$ cat config.mk
export PLATFORM = sky130hd
export DESIGN_NAME = sms23_52_inv_sbox_seq_flat
export DESIGN_NICKNAME = d
export VERILOG_FILES = /design/src/rtl/sms23_52_inv_sbox_seq_if.sv /design/src/rtl/sms23_52_inv_sbox_seq.sv /design/src/flat_wrapper.sv
export SDC_FILE = /design/constraint.sdc
export NUM_CORES = 1
export LEC_CHECK = 0
export CORE_ASPECT_RATIO = 0.8
export CORE_UTILIZATION = 58
export CTS_BUF_LIST = sky130_fd_sc_hd__clkbuf_2 sky130_fd_sc_hd__clkbuf_4 sky130_fd_sc_hd__clkbuf_8
export DETAILED_ROUTE_END_ITERATION = 16
export PLACE_DENSITY = 0.9
export SETUP_SLACK_MARGIN = 0.1
export SYNTH_ARGS = -nofsm -noshare
export SYNTH_HDL_FRONTEND = slang
export SYNTH_SLANG_ARGS = --single-unit
$ cat constraint.sdc
create_clock -name clk -period 2.6 [get_ports clk]
set_input_delay 0.26 -clock clk [delete_from_list [all_inputs] [get_ports clk]]
set_output_delay 0.26 -clock clk [all_outputs]
set_load 0.05 [all_outputs]
$ cat src/rtl/sms23_52_inv_sbox_seq_if.sv
// Operand/result handshake bundle for the sequential inverse S-box.
// Latency: none, wires only.
// Backpressure: valid/ready on both the operand side and the result side.
interface sms23_52_inv_sbox_seq_if;
  logic       in_valid;
  logic       in_ready;
  logic [5:0] in_data;
  logic       out_valid;
  logic       out_ready;
  logic [5:0] out_data;
  logic       busy;

  modport master (
    output in_valid, in_data, out_ready,
    input  in_ready, out_valid, out_data, busy
  );

  modport slave (
    input  in_valid, in_data, out_ready,
    output in_ready, out_valid, out_data, busy
  );
endinterface

$ cat src/rtl/sms23_52_inv_sbox_seq.sv
// Inverse of the power-40 S-box: y = x^EXP in GF(2^6), p(t) = t^6+t+1, one exponent bit per clock.
// Latency: out_valid is first seen in the 6th cycle after the accept cycle; accepts spaced >= 7 clocks.
// Backpressure: result is held stable in DONE until out_ready; no new operand is taken until IDLE.
module sms23_52_inv_sbox_seq #(
  parameter int EXP      = 52,
  parameter int EXP_BITS = 6
) (
  input  logic                   clk,
  input  logic                   rst_n,
  sms23_52_inv_sbox_seq_if.slave bus
);

  localparam logic [1:0] IDLE = 2'd0;
  localparam logic [1:0] RUN  = 2'd1;
  localparam logic [1:0] DONE = 2'd2;

  localparam logic [5:0] EXP_V     = EXP[5:0];
  localparam logic [2:0] CNT_START = 3'(EXP_BITS - 2);

  // Carry-less 6x6 product folded back with t^6 = t + 1.
  function automatic logic [5:0] gf_mul(input logic [5:0] a, input logic [5:0] b);
    logic [10:0] p;
    p = '0;
    for (int i = 0; i < 6; i++) begin
      if (b[i]) p = p ^ ({5'b0, a} << i);
    end
    for (int i = 10; i >= 6; i--) begin
      if (p[i]) p = p ^ (11'b000_0100_0011 << (i - 6));
    end
    return p[5:0];
  endfunction

  logic [1:0] state;
  logic [5:0] acc;
  logic [5:0] op;
  logic [2:0] cnt;
  logic [5:0] sq_acc;
  logic [5:0] mul_acc;
  logic [5:0] acc_next;

  // One squarer and one multiplier; the exponent bit picks whether the multiply is kept.
  always_comb begin
    sq_acc   = gf_mul(acc, acc);
    mul_acc  = gf_mul(sq_acc, op);
    acc_next = EXP_V[cnt] ? mul_acc : sq_acc;
  end

  // Handshake outputs decode directly from the state; result only shown in DONE.
  always_comb begin
    bus.in_ready  = (state == IDLE);
    bus.out_valid = (state == DONE);
    bus.out_data  = (state == DONE) ? acc : 6'd0;
    bus.busy      = (state != IDLE);
  end

  // Control FSM and datapath registers; the top exponent bit is consumed at accept.
  always_ff @(posedge clk or negedge rst_n) begin
    if (!rst_n) begin
      state <= IDLE;
      acc   <= '0;
      op    <= '0;
      cnt   <= '0;
    end else begin
      case (state)
        IDLE: begin
          if (bus.in_valid) begin
            op    <= bus.in_data;
            acc   <= bus.in_data;
            cnt   <= CNT_START;
            state <= RUN;
          end
        end
        RUN: begin
          acc <= acc_next;
          cnt <= cnt - 3'd1;
          if (cnt == 3'd0) state <= DONE;
        end
        DONE: begin
          if (bus.out_ready) state <= IDLE;
        end
        default: state <= IDLE;
      endcase
    end
  end

endmodule
$ cat src/flat_wrapper.sv
// flat-port wrapper written by rule: the top's interface ports become plain ports
module sms23_52_inv_sbox_seq_flat 
#(
  parameter int EXP      = 52,
  parameter int EXP_BITS = 6
)
  (clk, rst_n, bus_in_valid, bus_in_data, bus_out_ready, bus_in_ready, bus_out_valid, bus_out_data, bus_busy);
  sms23_52_inv_sbox_seq_if bus_i ();
  input  logic clk;
  input  logic rst_n;
  input wire logic [$bits(bus_i.in_valid)-1:0] bus_in_valid;
  input wire logic [$bits(bus_i.in_data)-1:0] bus_in_data;
  input wire logic [$bits(bus_i.out_ready)-1:0] bus_out_ready;
  output wire logic [$bits(bus_i.in_ready)-1:0] bus_in_ready;
  output wire logic [$bits(bus_i.out_valid)-1:0] bus_out_valid;
  output wire logic [$bits(bus_i.out_data)-1:0] bus_out_data;
  output wire logic [$bits(bus_i.busy)-1:0] bus_busy;
  assign bus_i.in_valid = bus_in_valid;
  assign bus_i.in_data = bus_in_data;
  assign bus_i.out_ready = bus_out_ready;
  assign bus_in_ready = bus_i.in_ready;
  assign bus_out_valid = bus_i.out_valid;
  assign bus_out_data = bus_i.out_data;
  assign bus_busy = bus_i.busy;
  sms23_52_inv_sbox_seq #(.EXP(EXP), .EXP_BITS(EXP_BITS)) u_core (.clk(clk), .rst_n(rst_n), .bus(bus_i));
endmodule
== Yosys cells after proc, flatten, opt, wreduce, memory -nomap -nowiden ==
Memories as Yosys holds them, arrays and structs flattened.
Index checks and enable logic that the tools add are counted.
Widths: inputs -> output; s select.

* ROM bits: 8
* Flip-flop bits (word level): 17
* Memories kept: 1
* Logic and storage cells: 72

* $lt $le $gt $ge: 1
* Eq/ne operators: 5
* Add/subtract/negate cells: 1
* Multiplexer cells: 33
* Bitwise logic cells: 20
* Reduce and logical (&&, ||, !) cells: 7

{| class="wikitable"
|+ Memories
! memory !! depth !! width !! read ports !! clocked after Yosys merged registers in !! wr ports !! line !! RTL
|-
| (no name shown) || 8 || 1 || 1 || 0 || 0 || sms23_52_inv_sbox_seq.sv:45 || <nowiki>acc_next = EXP_V[cnt] ? mul_acc : sq_acc;</nowiki>
|}

{| class="wikitable"
|+ Operators by type and width
! kind !! number
|-
| $mux 11 || 10
|-
| $mux 6 || 7
|-
| $xor 11x10->11 || 2
|-
| $xor 11x11->11 || 2
|-
| $xor 11x8->11 || 2
|-
| $xor 11x9->11 || 2
|-
| $not 2->2 || 10
|-
| $pmux 6 s2 || 1
|-
| $xor 11x7->11 || 1
|-
| $mux 2 || 5
|-
| $mux 5 || 2
|-
| $mux 3 || 3
|-
| $mux 4 || 2
|-
| $xor 6x7->7 || 1
|-
| $pmux 2 s3 || 1
|-
| $pmux 3 s2 || 1
|-
| $lt 3x4->1 const B || 1
|-
| $ne 2x2->1 const B || 2
|-
| $reduce_and 2->1 || 2
|-
| $reduce_bool 2->1 || 2
|-
| $logic_not 3->1 || 1
|-
| $reduce_and 3->1 || 1
|-
| $sub 3x1->3 const B || 1
|-
| $eq 2x1->1 const B || 1
|-
| 4 further kinds || 4
|}

== Depth between registers and ports, before layout ==
Gate-level depths: netlist (run 1).

* Depth after elaboration: 44
* Depth in mapped cells: 8

== Least setup slack after synthesis (run 1) ==
OpenSTA, ideal clock, no wires.

* Path kind: register to register
* Start: reg u_core.state[0]
* End: reg u_core.acc[0]
* Arrival time: 1979 ps
* Period minus slack after synthesis: 2113 ps
* Buffers on the path: 1
* Cell stages (with the launch flop): 7
* Path slack: 487 ps
* Cell sequence: dfrtp_1 -> nor2_1 -> and2_1 -> clkbuf_1 -> o22ai_1 -> a222oi_1 -> o21ai_1

* Word-level cells in the longest chain between the ends: 3
* Elaborated cells between the ends (all ways): 6

{| class="wikitable"
|+ RTL lines
! item !! line !! RTL
|-
| from (decl) || sms23_52_inv_sbox_seq.sv:33 || <nowiki>logic [1:0] state;</nowiki>
|-
| from (signal assigned) || sms23_52_inv_sbox_seq.sv:59 || <nowiki>state <= IDLE;</nowiki>
|-
| from (signal assigned) || sms23_52_inv_sbox_seq.sv:70 || <nowiki>state <= RUN;</nowiki>
|-
| from (signal assigned) || sms23_52_inv_sbox_seq.sv:76 || <nowiki>if (cnt == 3'd0) state <= DONE;</nowiki>
|-
| $logic_not 2->1 (*) || n/a ||
|-
| net bus_in_ready || flat_wrapper.sv:14 || <nowiki>output wire logic [$bits(bus_i.in_ready)-1:0] bus_in_ready;</nowiki>
|-
| $ne 2x2->1 (no source line) or $reduce_bool 2->1 (tied branches) || n/a ||
|-
| $reduce_and 2->1 (no source line) || n/a ||
|-
| to (signal assigned) || sms23_52_inv_sbox_seq.sv:68 || <nowiki>acc <= bus.in_data;</nowiki>
|-
| to (signal assigned) || sms23_52_inv_sbox_seq.sv:74 || <nowiki>acc <= acc_next;</nowiki>
|-
| to (decl) || sms23_52_inv_sbox_seq.sv:34 || <nowiki>logic [5:0] acc;</nowiki>
|}

The timed path passes the listed nets; every way through them passes the cells marked *.
A chain may end at the register's enable or synchronous reset.

== Worst setup path in the final report (run 1) ==
* Start: reg u_core.state[0]
* End: out bus_out_data[5]

* Word-level cells in the longest chain between the ends: 2

{| class="wikitable"
|+ RTL lines
! item !! line !! RTL
|-
| $eq 2x2->1 || sms23_52_inv_sbox_seq.sv:52 || <nowiki>bus.out_data = (state == DONE) ? acc : 6'd0;</nowiki>
|-
| $mux 6 || sms23_52_inv_sbox_seq.sv:52 ||
|-
| to (decl) || flat_wrapper.sv:16 || <nowiki>output wire logic [$bits(bus_i.out_data)-1:0] bus_out_data;</nowiki>
|}

Every way passes these cells.

==> results_dict.tcl, run 1 <==
set metrics [dict create \
    status "finished, final reports clean" \
    clock_skew_ns 0.00333 \
    period_share_pct 90.8 \
    met2_length_um 1910 \
    dp_slack_ns 0.394 \
    synthSimpleGateAreaFrac_pct 23.7 \
    ys_top_cells_by_count "30 x nand2_1, 17 x dfrtp_1, 13 x xnor2_1" \
    route.detailed.drc 0 \
    ios 19 \
    hpwlAfterDp_um 2830 \
    fp.dieH_um 50.4 \
    overflow 0 \
    dieArea_mm2 0.00315 \
    routed.top_layer "met4" \
    critPathTopFamily "buffers and inverters" \
    synth_cells 192 \
    cts_tree "done" \
    grt_pass1_vias 1425 \
    syn_avg_cell_area_um2 8.84 \
    grt_pass1_wl_um 6710 \
    antenna_found_initial 0 \
    max-cap-violations 0 \
    finalCriticalPeriod_ns 2.36 \
    path_class "flop to primary output" \
    crit_chain "nor2b_1 > and2_1 > clkdlybuf4s50_1" \
    start_kind "flop" \
    drt-met1-wl_um 1740 \
    area_growth_pct 8.85 \
    ys_seq_elements 17 \
    synthAdderAreaFrac_pct 2.21 \
    arrival_ns 2.10 \
    cp_num_buf_inv 1 \
    synth_most_common_cell "nand2_1" \
    max_slew_margin_pct 46.5 \
    hold_violations 0 \
    cts_resized 0 \
    wl_um 4000 \
    post_cts_buffers 0 \
    syn_nets 205 \
    htree_levels 1 \
    vias 1472 \
    maxSlewViolCount 0 \
    worst-path-max-fanout 8 \
    rsz0062_at_grt "false" \
    synth_compound_area_share_pct 19.0 \
    synth-seq-area-share_pct 25.1 \
    insertion_delay_ns 0.29 \
    ant_nets 0 \
    worstMarginPinSlew_ns 0.801 \
    dr.pass1.iters 5 \
    nets 209 \
    synthMuxAreaShare_pct 8.78 \
    yosysUniqueCellTypes 45 \
    cts.path.max_buffers 2 \
    drt_first_iter_violations 128 \
    max_freq_ghz 0.423 \
    synth_top_family_by_area "simple AND/OR/NAND/NOR gates" \
    path_clk_slew_ns 0.10 \
    reg2reg_depth 6 \
    crit_path_end_kind "primary output" \
    antenna_cells 0 \
    port-buffer-count 18 \
    hold_class "input port to asynchronous set/reset pin" \
    max_stage_delay_ns 0.81 \
    grtUsageTotal_pct 27.6 \
    synth_area_mm2 0.00170 \
    synth_edf_count 0 \
    synth_top_area_share_pct 25.1 \
    ys_warn_count 0 \
    core_mm2 0.00277 \
    setup_ws_ns 0.238 \
    setup_viol 0 \
    wl_per_cell_um 17.2 \
    ys_async_sr_fraction_pct 100 \
    gp_congestion 0.899 \
    required_ns 2.34 \
    ys.flop_type "dfrtp_1" \
    num_rows 17 \
    tns_ns 0 \
    synth.top_cells.by_area "dfrtp_1 25%, xnor2_1 6.7%, nand2_1 6.6%, mux2_2 5.3%, a221oi_2 4.4%" \
    fillers 234 \
    cts_sinks 17 \
    clockRootBuffer "clkbuf_4" \
    drive_gt1_share_pct 13.8 \
    slowest_stage "clkdlybuf4s50_1" \
    start_util_pct 61.4 \
    die_w_um 62.5 \
    cts_buffers 3 \
    hold_buffers 0 \
    synth_top_area_cell "dfrtp_1" \
    synth_xor_area_share_pct 13.3 \
    reg2reg_slack_ns 0.34 \
    grt_max_degree 19 \
    routed_via_density 6.32 \
    path_depth 3 \
    wl_met3_um 314 \
]
[worst paths after layout]
path / start / to
min: rst_n / u_core.state[0]
min reg2reg: u_core.cnt[0] / u_core.cnt[0]
max: u_core.state[0] / bus_out_data[5]
max in group asynchronous: rst_n / u_core.op[4]
min in group clk: u_core.cnt[0] / u_core.cnt[0]
max reg2reg: u_core.acc[4] / u_core.acc[1]
[logic make-up (layout without fill, tap and decap cells)]
| family | count (synthesis) | in the layout |
|---|---|---|
| and+or+nand+nor | 73 | 73 |
| AOI/OAI and AO/OA | 40 | 40 |
| buffers and inverters | 25 | 28 |
| xor gates and xnor gates | 21 | 21 |
| DFF | 17 | 17 |
| muxes | 13 | 13 |
| adders and majority gates | 3 | 3 |
[routing by layer]
layer,track usage (%),up-vias
met4,8.14,0
met3,7.50,6
met5,0,-
met1,34.7,713
li1,-,677
met2,46.4,76
[stage by stage]
step	hold slack (ns)	instance area, um2	utilization [%]	instances
global placement	0.482	1820	65.7	229
global route	0.478	1850	66.8	233
CTS	0.433	1850	66.8	233
floorplan	-0.0356	1700	-	192
finish	0.414	1850	66.8	233
detailed placement	0.492	1820	65.7	229
[sequential cells by signal, summed over array words and instances (netlist names)]
name and count:
u_core.acc 6, u_core.cnt 3, u_core.op 6, u_core.state 2
[worst register-to-register path: stages, from the launching register on]
cell     delay (ns)
dfrtp_1        0.75
xor2_1         0.35
nand2_1        0.14
xnor3_2        0.43
xnor3_1        0.34
nand2_1        0.09
a22oi_2        0.05
[final cells by class]
type / instances / area, um2 / share of cell area (%)
Clock buffer: 4 / 30.0 / 1.63
Inverter: 5 / 18.8 / 1.02
Multi-Input combinational cell: 150 / 1140 / 61.6
Sequential cell: 17 / 425 / 23.0
Tap cell: 38 / 47.5 / 2.57
Timing Repair Buffer: 19 / 188 / 10.2
[placed cells by master (no fill, tap or decap), types with 3 or more instances in the layout]
cell and n:
clkdlybuf4s50_1 18, and2_1 7, o21ai_0 8, dfrtp_1 17, a221oi_2 5, inv_1 5, clkbuf_4 4, nor4bb_1 5
nor2b_1 7, xnor2_1 13, nand2_1 30, nand2b_1 4, nor3b_1 3, a21oi_1 8, and3_1 3, o22ai_1 3
mux2_1 3, mux2_2 8, xor2_1 5, nor2_1 6, ha_1 3
Power of run 1 is not shown: default switching activity piles up to over one toggle a cycle in this logic, so the estimate is an artifact.
==> run 2: changes to the inputs <==
Settings changed: CORE_UTILIZATION 58 to 63, PLACE_DENSITY 0.9 to 0.95.
Clock period 2.6 ns to 3.04 ns, I/O delays scaled along.
==> results_dict.tcl, run 2 (synthesis results as in run 1) <==
set metrics [dict create \
    ant_nets 0 \
    arrival_ns 2.12 \
    post_cts_buffers 0 \
    gp_congestion 0.920 \
    grtUsageTotal_pct 30.8 \
    tns_ns 0 \
    worst-path-max-fanout 8 \
    hold_buffers 0 \
    dr.pass1.iters 4 \
    clockRootBuffer "clkbuf_4" \
    required_ns 2.74 \
    regArea_um2 425 \
    grt_pass1_wl_um 6790 \
    crit_start "u_core.state[0]" \
    start_kind "flop" \
    hold_violations 0 \
    num_rows 16 \
    cts_resized 0 \
    r2r_start "u_core.acc[4]" \
    max_freq_ghz 0.413 \
    path_class "flop to primary output" \
    grt.busiest_layer "met2" \
    cts.path.max_buffers 2 \
    ios 19 \
    max-cap-violations 0 \
    overflow 0 \
    worstMarginPinSlew_ns 0.801 \
    wl_per_cell_um 16.9 \
    mostFrequentLayoutCells "30 x nand2_1, 18 x clkdlybuf4s50_1, 17 x dfrtp_1, 13 x xnor2_1" \
    wl_um 3890 \
    fp.dieH_um 48.4 \
    drive_gt1_share_pct 13.4 \
    hold_class "input port to asynchronous set/reset pin" \
    antenna_cells 0 \
    max_slew_margin_pct 46.5 \
    period_share_pct 79.6 \
    top_regs "u_core.acc (6), u_core.op (6), u_core.cnt (3)" \
    path_clk_slew_ns 0.10 \
    rsz0062_at_grt "false" \
    area_growth_pct 8.26 \
    vias 1413 \
    routed_via_density 6.14 \
    cts_buffers 3 \
    nets 208 \
    multi_input_area_mm2 0.00114 \
    fillers 184 \
    met3_usage_pct 6.68 \
    insertion_delay_ns 0.29 \
    drt_first_iter_violations 135 \
    dp_slack_ns 0.797 \
    final_common_cell "nand2_1" \
    status "finished, final reports clean" \
    cts_sinks 17 \
    dieArea_mm2 0.00291 \
    met1_usage_pct 42.8 \
    route.detailed.drc 0 \
    grtUsageMet2_pct 47.6 \
    maxSlewViolCount 0 \
    grt_pass1_vias 1432 \
    cts_tree "done" \
    grt_max_degree 20 \
    core_mm2 0.00250 \
    setup_viol 0 \
    die_w_um 60.0 \
    start_util_pct 67.8 \
    crit_path_end_kind "primary output" \
    hpwlAfterDp_um 2810 \
    setup_ws_ns 0.619 \
    clock_skew_ns 0.00396 \
    finalCriticalPeriod_ns 2.42 \
    antenna_found_initial 0 \
    htree_levels 1 \
    port-buffer-count 18 \
]
==> run 2: changes by cell type in the layout (fill, tap and decap cells not counted), sizes merged <==
cell | previous run | this run
buf | 1 | 0
==> run 2: routing by layer <==
| metal | up-vias | part of all wire (%) | wire length (um) |
|---|---|---|---|
| li1 | 672 | - | - |
| met1 | 669 | 43 | 1670 |
| met2 | 66 | 48 | 1890 |
| met3 | 6 | 7.4 | 286 |
| met4 | 0 | 1.1 | 44 |
| met5 | - | 0 | 0 |
==> run 2: stage by stage <==
stage	instances	cell area, um2	utilization, %	hold WS (ns)
4_1_cts	230	1840	73.4	0.481
3_5_place_dp	226	1810	72.2	0.481
2_1_floorplan	192	1700	-	0.00841
3_3_place_gp	226	1810	72.2	0.478
5_1_grt	230	1840	73.4	0.527
6_report	230	1840	73.4	0.465
==> run 2: area by class of cell <==
type / count / share of cell area [%]
Sequential cell: 17 / 23.2
Clock buffer: 4 / 1.63
Inverter: 5 / 1.02
Multi-Input combinational cell: 150 / 61.9
Timing Repair Buffer: 18 / 9.81
Tap cell: 36 / 2.45
==> run 2: critical path, cell delays in order, from the launching register on <==
cell and delay (ns):
dfrtp_1 0.42, nor2b_1 0.40, and2_1 0.20, clkdlybuf4s50_1 0.81
==> run 2: path summary, 6_finish.rpt <==
kind / end / depth (start not counted) / slack (ns)
min in group clk: u_core.cnt[0] / 1 / 0.50
hold reg to reg: u_core.cnt[0] / 1 / 0.50
setup / recovery: bus_out_data[1] / 3 / 0.62
hold / removal: u_core.acc[3] / 1 / 0.47
setup reg to reg: u_core.acc[1] / 6 / 0.74
max in group asynchronous: u_core.op[3] / 1 / 2.09
Power of run 2 is left out for the same reason.
